`config.mk`:
```
export PLATFORM = sky130hd
export DESIGN_NAME = uart_tx_serializer
export DESIGN_NICKNAME = d
export VERILOG_FILES = /design/src/rtl/z32u_pkg.sv /design/src/rtl/sync_fifo.sv /design/src/rtl/uart_tx_serializer.sv
export SDC_FILE = /design/constraint.sdc
export NUM_CORES = 1
export LEC_CHECK = 0
export CAP_MARGIN = 25
export CORE_MARGIN = 2
export CORE_UTILIZATION = 24
export CTS_CLUSTER_SIZE = 40
export DETAILED_ROUTE_END_ITERATION = 6
export RECOVER_POWER = 25
export SLEW_MARGIN = 20
export SYNTH_ARGS = -nofsm -noshare
export SYNTH_HDL_FRONTEND = slang
export SYNTH_SLANG_ARGS = --single-unit
```
`constraint.sdc`:
```
create_clock -name clk -period 3.14 [get_ports clk]
set_clock_uncertainty 0.05 [all_clocks]
set_input_delay 0.628 -clock clk [delete_from_list [all_inputs] [get_ports clk]]
set_output_delay 0.628 -clock clk [all_outputs]
set_load 0.01 [all_outputs]
```
`src/rtl/z32u_pkg.sv`:
```
// z32u_pkg: shared types and constants for the z32u UART blocks.
//   uart_tx_state_t           - transmitter FSM state encoding
//   UART_CLKS_PER_BIT_DEFAULT - default clocks per serial bit
//   UART_DATA_BITS            - data bits per 8N1 frame
package z32u_pkg;

  typedef enum logic [1:0] {
    TX_IDLE  = 2'd0,
    TX_START = 2'd1,
    TX_DATA  = 2'd2,
    TX_STOP  = 2'd3
  } uart_tx_state_t;

  localparam int UART_CLKS_PER_BIT_DEFAULT = 16;
  localparam int UART_DATA_BITS            = 8;

endpackage

```
`src/rtl/sync_fifo.sv`:
```
// sync_fifo: single-clock FIFO with registered occupancy flags.
//   clk, rst       - clock, synchronous active-high reset
//   wr_en, wr_data - push strobe and data; ignored while full
//   rd_en, rd_data - pop strobe; rd_data shows the head entry (valid when !empty)
//   full, empty    - registered occupancy flags
//   level          - registered entry count, 0..DEPTH
//   drop           - a write was presented while full (combinational)
// DEPTH must be a power of two (pointers wrap by natural overflow).
module sync_fifo
  import z32u_pkg::*;
#(
  parameter int WIDTH = 8,
  parameter int DEPTH = 8
) (
  input  logic                     clk,
  input  logic                     rst,
  input  logic                     wr_en,
  input  logic [WIDTH-1:0]         wr_data,
  input  logic                     rd_en,
  output logic [WIDTH-1:0]         rd_data,
  output logic                     full,
  output logic                     empty,
  output logic [$clog2(DEPTH):0]   level,
  output logic                     drop
);

  localparam int AW = $clog2(DEPTH);
  localparam logic [AW:0] LVL_FULL = (AW+1)'(DEPTH);

  logic [WIDTH-1:0] r_mem [DEPTH];
  logic [AW-1:0]    r_wr_ptr;
  logic [AW-1:0]    r_rd_ptr;
  logic [AW:0]      r_level;
  logic             r_full;
  logic             r_empty;

  logic             w_push;
  logic             w_pop;
  logic [AW:0]      w_level_next;

  // Acceptance is decided on registered flags only, so a pop in the same
  // cycle never makes room for a write presented while full.
  assign w_push       = wr_en && !r_full;
  assign w_pop        = rd_en && !r_empty;
  assign w_level_next = r_level + {{AW{1'b0}}, w_push} - {{AW{1'b0}}, w_pop};

  always_ff @(posedge clk) begin
    if (w_push) begin
      r_mem[r_wr_ptr] <= wr_data;
    end
  end

  always_ff @(posedge clk) begin
    if (rst) begin
      r_wr_ptr <= '0;
      r_rd_ptr <= '0;
      r_level  <= '0;
      r_full   <= 1'b0;
      r_empty  <= 1'b1;
    end else begin
      if (w_push) r_wr_ptr <= r_wr_ptr + 1'b1;
      if (w_pop)  r_rd_ptr <= r_rd_ptr + 1'b1;
      r_level <= w_level_next;
      r_full  <= (w_level_next == LVL_FULL);
      r_empty <= (w_level_next == '0);
    end
  end

  assign rd_data = r_mem[r_rd_ptr];
  assign full    = r_full;
  assign empty   = r_empty;
  assign level   = r_level;
  assign drop    = wr_en && r_full;

endmodule

```
`src/rtl/uart_tx_serializer.sv`:
```
// uart_tx_serializer: buffered 8N1 UART transmitter.
//   clk, rst        - clock, synchronous active-high reset
//   wr_en, wr_data  - byte write strobe and byte
//   full, empty     - FIFO occupancy flags (registered)
//   level           - FIFO occupancy
//   busy            - FSM not idle
//   ovf, ovf_clr    - sticky dropped-write flag and its clear
//   tx_serial       - serial line, idles high, flop-driven
//   byte_done       - one-cycle pulse when a stop bit completes
//   byte_done_data  - byte of the frame that just completed
//   dbg_state       - current FSM state (uart_tx_state_t encoding)
//
// Write interface: wr_en is a fire-and-forget strobe with no back-pressure.
// full is the not-ready indication; a write accepted requires wr_en && !full
// at the same edge, and a write presented while full is dropped and sets ovf.
module uart_tx_serializer
  import z32u_pkg::*;
#(
  parameter int CLKS_PER_BIT = UART_CLKS_PER_BIT_DEFAULT,
  parameter int FIFO_DEPTH   = 8
) (
  input  logic                          clk,
  input  logic                          rst,
  input  logic                          wr_en,
  input  logic [7:0]                    wr_data,
  output logic                          full,
  output logic                          empty,
  output logic [$clog2(FIFO_DEPTH):0]   level,
  output logic                          busy,
  output logic                          ovf,
  input  logic                          ovf_clr,
  output logic                          tx_serial,
  output logic                          byte_done,
  output logic [7:0]                    byte_done_data,
  output logic [1:0]                    dbg_state
);

  localparam int CW = $clog2(CLKS_PER_BIT);
  localparam logic [CW-1:0] BAUD_TC = CW'(CLKS_PER_BIT - 1);

  uart_tx_state_t r_state;
  logic [CW-1:0]  r_baud;
  logic [2:0]     r_bit_idx;
  logic [7:0]     r_shift;
  logic [7:0]     r_cur;
  logic           r_tx;
  logic           r_done;
  logic [7:0]     r_done_data;
  logic           r_ovf;

  logic [7:0]     w_rd_data;
  logic           w_pop;
  logic           w_drop;
  logic           w_baud_tc;

  assign w_baud_tc = (r_baud == BAUD_TC);

  // Pop when idle, or at the last cycle of a stop bit so the next start bit
  // follows with no idle gap.
  assign w_pop = !empty &&
                 ((r_state == TX_IDLE) || ((r_state == TX_STOP) && w_baud_tc));

  sync_fifo #(
    .WIDTH (8),
    .DEPTH (FIFO_DEPTH)
  ) u_fifo (
    .clk     (clk),
    .rst     (rst),
    .wr_en   (wr_en),
    .wr_data (wr_data),
    .rd_en   (w_pop),
    .rd_data (w_rd_data),
    .full    (full),
    .empty   (empty),
    .level   (level),
    .drop    (w_drop)
  );

  always_ff @(posedge clk) begin
    if (rst) begin
      r_state     <= TX_IDLE;
      r_baud      <= '0;
      r_bit_idx   <= '0;
      r_shift     <= '0;
      r_cur       <= '0;
      r_tx        <= 1'b1;
      r_done      <= 1'b0;
      r_done_data <= '0;
    end else begin
      r_done <= 1'b0;
      case (r_state)
        TX_IDLE: begin
          r_tx   <= 1'b1;
          r_baud <= '0;
          if (w_pop) begin
            r_shift <= w_rd_data;
            r_cur   <= w_rd_data;
            r_tx    <= 1'b0;
            r_state <= TX_START;
          end
        end
        TX_START: begin
          if (w_baud_tc) begin
            r_baud    <= '0;
            r_bit_idx <= '0;
            r_tx      <= r_shift[0];
            r_state   <= TX_DATA;
          end else begin
            r_baud <= r_baud + 1'b1;
          end
        end
        TX_DATA: begin
          if (w_baud_tc) begin
            r_baud <= '0;
            if (r_bit_idx == 3'd7) begin
              r_tx    <= 1'b1;
              r_state <= TX_STOP;
            end else begin
              // r_shift[1] is the bit that becomes LSB after this shift.
              r_shift   <= {1'b0, r_shift[7:1]};
              r_tx      <= r_shift[1];
              r_bit_idx <= r_bit_idx + 1'b1;
            end
          end else begin
            r_baud <= r_baud + 1'b1;
          end
        end
        TX_STOP: begin
          if (w_baud_tc) begin
            r_baud      <= '0;
            r_done      <= 1'b1;
            r_done_data <= r_cur;
            if (w_pop) begin
              r_shift <= w_rd_data;
              r_cur   <= w_rd_data;
              r_tx    <= 1'b0;
              r_state <= TX_START;
            end else begin
              r_tx    <= 1'b1;
              r_state <= TX_IDLE;
            end
          end else begin
            r_baud <= r_baud + 1'b1;
          end
        end
        default: begin
          r_tx    <= 1'b1;
          r_baud  <= '0;
          r_state <= TX_IDLE;
        end
      endcase
    end
  end

  // A drop and a clear in the same cycle resolve to set.
  always_ff @(posedge clk) begin
    if (rst) begin
      r_ovf <= 1'b0;
    end else if (w_drop) begin
      r_ovf <= 1'b1;
    end else if (ovf_clr) begin
      r_ovf <= 1'b0;
    end
  end

  assign busy           = (r_state != TX_IDLE);
  assign ovf            = r_ovf;
  assign tx_serial      = r_tx;
  assign byte_done      = r_done;
  assign byte_done_data = r_done_data;
  assign dbg_state      = r_state;

endmodule

```
==> results of run 1 <==
==> per-stage QoR <==
| step | setup WS (ns) | std cells | area (µm²) | hold slack, ns | util |
|---|---|---|---|---|---|
| 3_5_place_dp | 0.572 | 635 | 5310 | 0.393 | 0.281 |
| 4_1_cts | 0.515 | 666 | 5900 | 0.408 | 0.312 |
| 6_report | 0.515 | 666 | 5900 | 0.403 | 0.312 |
| 5_1_grt | 0.275 | 666 | 5900 | 0.420 | 0.312 |
| 3_3_place_gp | 0.651 | 635 | 5310 | 0.381 | 0.281 |
| 2_1_floorplan | 0.624 | 348 | 4650 | 0.368 | - |
==> cell usage after synthesis, types with 2 or more instances <==
cell	n	share of area
xor2_1	3	0.0056
mux2i_1	11	0.024
nand4_1	2	0.0027
nand3_1	2	0.0022
o211ai_1	2	0.0032
clkbuf_1	7	0.0056
xnor2_1	6	0.011
mux4_2	16	0.077
ha_1	15	0.040
nor2b_1	3	0.0040
edfxtp_1	64	0.41
dfxtp_1	51	0.22
nor2_1	32	0.026
clkbuf_2	2	0.0022
a311oi_1	7	0.013
and3_1	2	0.0027
inv_1	9	0.0073
a21oi_1	18	0.019
buf_1	4	0.0032
a211oi_1	9	0.015
or2_2	7	0.0094
nand2b_1	8	0.011
nand2_1	34	0.027
nor3_1	13	0.014
buf_2	4	0.0043
==> flip-flops by register name, indices dropped and copies added (netlist names), named ones only <==
register         count
byte_done_data       8
dbg_state            2
r_baud               4
r_shift              8
u_fifo.r_wr_ptr      3
u_fifo.r_rd_ptr      3
u_fifo.level         4
u_fifo.r_mem        64
u_fifo.full          1
r_bit_idx            3
tx_serial            1
r_cur                8
byte_done            1
ovf                  1
u_fifo.empty         1
==> layout make-up <==
cell class                 instances  area share
clock buffer                      19      0.0733
clock inverter                    12      0.0276
inverter                           9     0.00572
multi-input combinational        205       0.268
sequential                       115       0.499
tap                              260      0.0551
timing repair buffer              46      0.0716
==> worst reg2reg max path: cells and delay by family, from the launching register on <==
kind,cells,cell delay [ns]
AND/OR/NAND/NOR,3,0.97
flip-flops,1,0.37
adder cells (fa/ha/maj),1,0.66
AO/OA/AOI/OAI,1,0.32
buffers and inverters,1,0.13
==> layer usage <==
layer  routed length, µm  vias to the layer above  share of wire  GRT usage
met4                 142                        4          0.015     0.0413
met3                 403                       17          0.044     0.0416
met1                4060                     1413           0.44      0.114
li1                    -                     1374              -          -
met5                  21                        -         0.0023          0
met2                4540                       40           0.50      0.162
==> report_power, final <==
group | switching [W] | internal (W) | total (W)
Sequential | 0.000160 | 0.00184 | 0.00200
Combinational | 0.000781 | 0.000724 | 0.00151
Clock | 0.000635 | 0.00131 | 0.00194
Total | 0.00158 | 0.00387 | 0.00545
==> worst min path at each step <==
stage / start / endpoint / slack (ns) / depth (start not counted)
CTS: r_cur[3] / byte_done_data[3] / 0.41 / 2
finish: r_baud[0] / r_baud[0] / 0.40 / 1
global route: r_baud[0] / r_baud[0] / 0.42 / 1
floorplan: r_baud[0] / r_baud[0] / 0.37 / 1
global placement: r_baud[0] / r_baud[0] / 0.38 / 1
detailed placement: r_baud[0] / r_baud[0] / 0.39 / 1
==> cells by family after synthesis <==
group,count (synthesis)
mux,27
flops,115
xor+xnor,9
compound gates,43
fa+ha+maj,16
buf+inv,28
simple gates,110
==> impl_results.md, run 1 <==
* Placeable Area at 18,900 µm²
* CP required at 3.39 ns
* Area Growth Syn to Fin at 26.9%
* CTS tree: done
* Die ar. at roughly 21,000 µm²
* Post-synthesis mux area share at 0.101
* Critical-path cell list: inv_1, ha_1, nand2_1, and4b_1, or2_0, a311oi_1
* Seq/Total Area, Yosys at 0.632
* Placer Congestion at 0.751
* DR DRC count at 0
* PortBufs at 31
* Main synth FF type: edfxtp_1
* Register area at 2940 µm²
* Number of fill cells at around 1,900
* Worst path depth at 6
* TritonRoute pass-1 iters at 5
* Final TNS setup at 0 ns
* Reg2reg setup slack at 0.52 ns
* RR Endpoint: r_shift[0]
* Max clock buf depth at 2
* Design Power at roughly 0.0055 W
* Share of post-route cells with drive strength above 1 at 0.167
* Drt wl/cell at 13.8 µm
* Post-CTS Resized at 0
* Crit Path Max Fanout at 24
* Inserted Diodes at 0
* Critical Path End Type: register
* Crit path max-delay family: simple AND/OR/NAND/NOR gates
* Vias in the first global route at 2,939
* Simple-Gate Fraction of Synth Area at 0.112
* Fin. Hold Viols at 0
* Post-DP HPWL at 6030 µm
* Final net count at 422
* Slew Viols, Final at 0
* H-tree levels at 4
* Max Cap Viol at 0
* CP endpoint: r_shift[0]
* Die W at 143 µm
* RR Startpoint: dbg_state[0]
* Synthesized area at 4650 µm²
* Post-synth ARST share at 0
* Routed WL at 9160 µm
* GRT Util Overall at 0.0989
* Multi-input gate area at roughly 1600 µm²
* Critical path startpoint category: register
* RSZ-0062 raised after global routing: no
* Xor/xnor cell area share of the yosys netlist at 0.0169
* Type of the worst setup path: reg2reg
* FMAX at between 300 and 400 MHz
* Initial DRC Count at 203
* Critical path origin: dbg_state[0]
* Row count at 50
* Vias at about 2,800
* Commonest non-fill, non-tap cell in the layout: edfxtp_1
* TritonCTS Sinks at ~120
* Min Tclk post-route at approximately 2.6 ns
* Fin crit share at 0.836
* Num CTS Buffers at 17
* Initial Util at 0.246
* Initial antenna violation count at 2
* Commonest non-fill, non-tap cells in the layout: edfxtp_1, dfxtp_1, nand2_1
* Yosys reg bits at 115
* Setup violations, final at 0
* Run status: finished clean
* Largest net degree at the start of global routing at 31
* Post-synth cell types at 42
* Via density at 4.28
* Main combinational cell family by area after synthesis: simple AND/OR/NAND/NOR gates
* Die height at around 140 µm
* Final ANT Viol Nets at 0
* Area fraction in compound gates after synthesis at 0.0659
* Syn_nets at 376
* Reg2reg path depth at 6
* CP max stage delay at 0.66 ns
* Global route total overflow at 0
* Slew margin rel. at 0.465
* Number of enable flip-flop cells after synthesis at 64
* Root buffer cell: clkbuf_16
* Buf/Inv on CP at 1
* Mapped Cells at 348
* Worst-Margin Slew at 0.801 ns
* First-pass GRT wire length at ~15,000 µm
* Setup bufs post-CTS at 0
* Leakage Power at a little over 2 nW
* Adder-cell area share of the yosys netlist at 0.0446
* Peak supply drop at 0.373 mV
* I/O pins at 32
* Hold_buf cts at 0
* Clock Latency Late Sink at 0.40 ns
* Critical Path AT at between 2 and 3 ns
* Worst hold-check path type: reg2reg
* YS warnings at 0
* Worst-path clk slew at 0.05 ns
* CP max-delay cell: ha_1
* Avg Inst Size Synth at 13.4 µm²
* Pwr dens at slightly above 900 nW/µm²
(Power assumes the default switching activity.)
==> inputs of run 2 (changes only) <==
Clock period 3.14 ns to 2.2 ns, I/O delays scaled along.
==> run 2 against run 1 <==
Net effect: core utilization increased by 1.5 points; first-iteration DRC count shrank 2.5%; critical path depth up 4; cell area grew 4.9%; non-clock buffer count rose by 15; cell count is 2.4% higher; routed wire length increased by 2.4%; sequential power increased by 43%; worst hold slack lost 0.013 ns; sequential cell count unchanged.
==> impl_results.md, run 2 (synthesized netlist as in run 1, its figures left out) <==
* Fin crit share at 0.983 (+0.147)
* Placeable Area at 18,900 µm² (unchanged)
* Cell-internal power at 0.00589 W (+52%)
* Placer Congestion at 0.813 (+8.3%)
* Vias in the first global route at 2,925 (-0.48%)
* Crit Path Max Fanout at 3 (-88%)
* Commonest non-fill, non-tap cells in the layout: edfxtp_1, dfxtp_1, nand2_1
* Reg2reg path depth at 10 (+4)
* Drt wl/cell at 13.8 µm (about the same)
* Share of post-route cells with drive strength above 1 at 0.249 (+0.0813)
* Largest net degree at the start of global routing at 26 (-16%)
* FMAX at 462 MHz (+21%)
* Final ANT Viol Nets at 0 (unchanged)
* Max clock buf depth at 2 (unchanged)
* Root buffer cell: clkbuf_16
* Leakage Power at 2.13 nW (+5.3%)
* Worst-Margin Slew at 0.566 ns (-0.236 ns)
* Pre-CTS worst setup slack at -0.0947 ns (-0.667 ns)
* Slew margin rel. at 0.622 (+0.157)
* Comb pwr share at 0.326 (+0.050)
* Commonest non-fill, non-tap cell in the layout: edfxtp_1
* TritonRoute pass-1 iters at 4 (-1)
* First-pass GRT wire length at 14,800 µm (-1.9%)
* I/O pins at 32 (unchanged)
* CP required at 2.46 ns (-0.93 ns)
* Post-DP HPWL at 6270 µm (+4.0%)
* Routed WL at 9390 µm (+2.4%)
* Number of fill cells at 1,859 (-3.4%)
* Switch Pwr at 0.00251 W (+59%)
* Initial antenna violation count at 0 (-2)
* Critical path startpoint category: register
* CTS tree: done
* Row count at 50 (unchanged)
* Max FFs per register at 64 (unchanged)
* Type of the worst setup path: reg2reg
* Top reg by flops: u_fifo.r_mem
* Hold path start: r_baud[0]
* Worst Hold Depth at 1 (unchanged)
* Min Tclk post-route at 2.16 ns (-0.462 ns)
* PortBufs at 31 (unchanged)
* Reg power frac at 0.341 (-0.026)
* RR Startpoint: dbg_state[0]
* Initial Util at 0.246 (unchanged)
* Final net count at 437 (+3.6%)
* Die ar. at 20,500 µm² (unchanged)
* Fin. Hold Viols at 0 (unchanged)
* H-tree levels at 4 (unchanged)
* Via density at 4.24 (-0.87%)
* Setup violations, final at 0 (unchanged)
* Clk pwr share at 0.333 (-0.024)
* Switching part of the total at 0.298 (+0.00920)
* Num CTS Buffers at 17 (unchanged)
* GRT Util Overall at 0.0975 (-0.00131)
* Hold_buf cts at 0 (unchanged)
* Area Growth Syn to Fin at 33.0%
* Worst-path clk slew at 0.05 ns (about the same)
* Worst hold-check path type: reg2reg
* Reg2reg setup slack at 0.04 ns (-0.48 ns)
* Slew Viols, Final at 0 (unchanged)
* Hold Path End: r_baud[0]
* Peak supply drop at 0.677 mV (+81%)
* Initial DRC Count at 198 (-2.5%)
* Global route total overflow at 0 (unchanged)
* RR Endpoint: u_fifo.empty
* Critical Path End Type: register
* DR DRC count at 0 (unchanged)
* Vias at 2,891 (+1.5%)
* Critical Path AT at 2.42 ns (-0.45 ns)
* Setup ws final at 0.0375 ns (-0.478 ns)
* TritonCTS Sinks at 115 (unchanged)
* Die W at 143 µm (unchanged)
* Final design utilization at 0.328 (+0.0152)
* Max Cap Viol at 0 (unchanged)
* Die height at 143 µm (unchanged)
* Run status: finished clean
* Clock Latency Late Sink at 0.42 ns (+0.02 ns)
* Pwr dens at 1360 nW/µm² (+47%)
* Inserted Diodes at 0 (unchanged)
[run 2: worst max-delay path: stages, from the launching register on]
cell     delay, ns
dfxtp_4       0.38
inv_4         0.05
ha_4          0.17
inv_4         0.06
a21oi_4       0.06
ha_4          0.26
inv_2         0.04
ha_4          0.15
fa_2          0.57
nor2_4        0.04
a31o_2        0.22
[run 2: area by class of cell]
type,count,area [µm²],share of cell area
Clock inverter,12,161,0.0261
Multi-Input combinational cell,205,1710,0.277
Timing Repair Buffer,61,559,0.0903
Sequential cell,115,2950,0.477
Inverter,9,41.3,0.00667
Tap cell,260,325,0.0525
Clock buffer,20,437,0.0705
[run 2: power groups by stage]
stage          clock network, W  registers [W]  logic (W)
5_1_grt                 0.00295        0.00290    0.00297
4_1_cts                 0.00285        0.00286    0.00247
3_5_place_dp                  0        0.00290    0.00238
3_3_place_gp                  0        0.00287    0.00228
2_1_floorplan                 0        0.00287    0.00161
6_report                0.00280        0.00286    0.00274
[run 2: worst max-delay path by stage]
stage | startpoint | to | slack [ns]
floorplan | dbg_state[0] | u_fifo.empty | 0.01
finish | dbg_state[0] | u_fifo.empty | 0.04
global placement | r_baud[0] | u_fifo.full | 0.03
CTS | dbg_state[0] | u_fifo.empty | 0.01
detailed placement | r_baud[0] | u_fifo.full | -0.09
global route | dbg_state[1] | u_fifo.empty | -0.005
[run 2: per-layer routing]
layer / up-vias / wire length [µm] / track usage
met4: 0 / 172 / 0.0480
li1: 1402 / - / -
met3: 14 / 544 / 0.0396
met1: 1409 / 4070 / 0.112
met2: 66 / 4600 / 0.157
met5: - / 0 / 0
[run 2: stage by stage]
stage	TNS (ns)	cells	hold WS (ns)	cell area [µm²]	power [W]
2_1_floorplan	0	348	0.370	4710	0.00449
3_3_place_gp	0	645	0.384	5470	0.00516
3_5_place_dp	-0.177	645	0.401	5470	0.00528
4_1_cts	0	677	0.404	6100	0.00819
5_1_grt	-0.00522	682	0.409	6190	0.00882
6_report	0	682	0.390	6190	0.00839
[run 2: repair_timing]
item | 4_1_cts | 5_1_grt
gates resized for setup | 8 | 14
setup buffers | 0 | 5
endpoints found under the setup margin | 3 | 2
pin swaps | 1 | 9
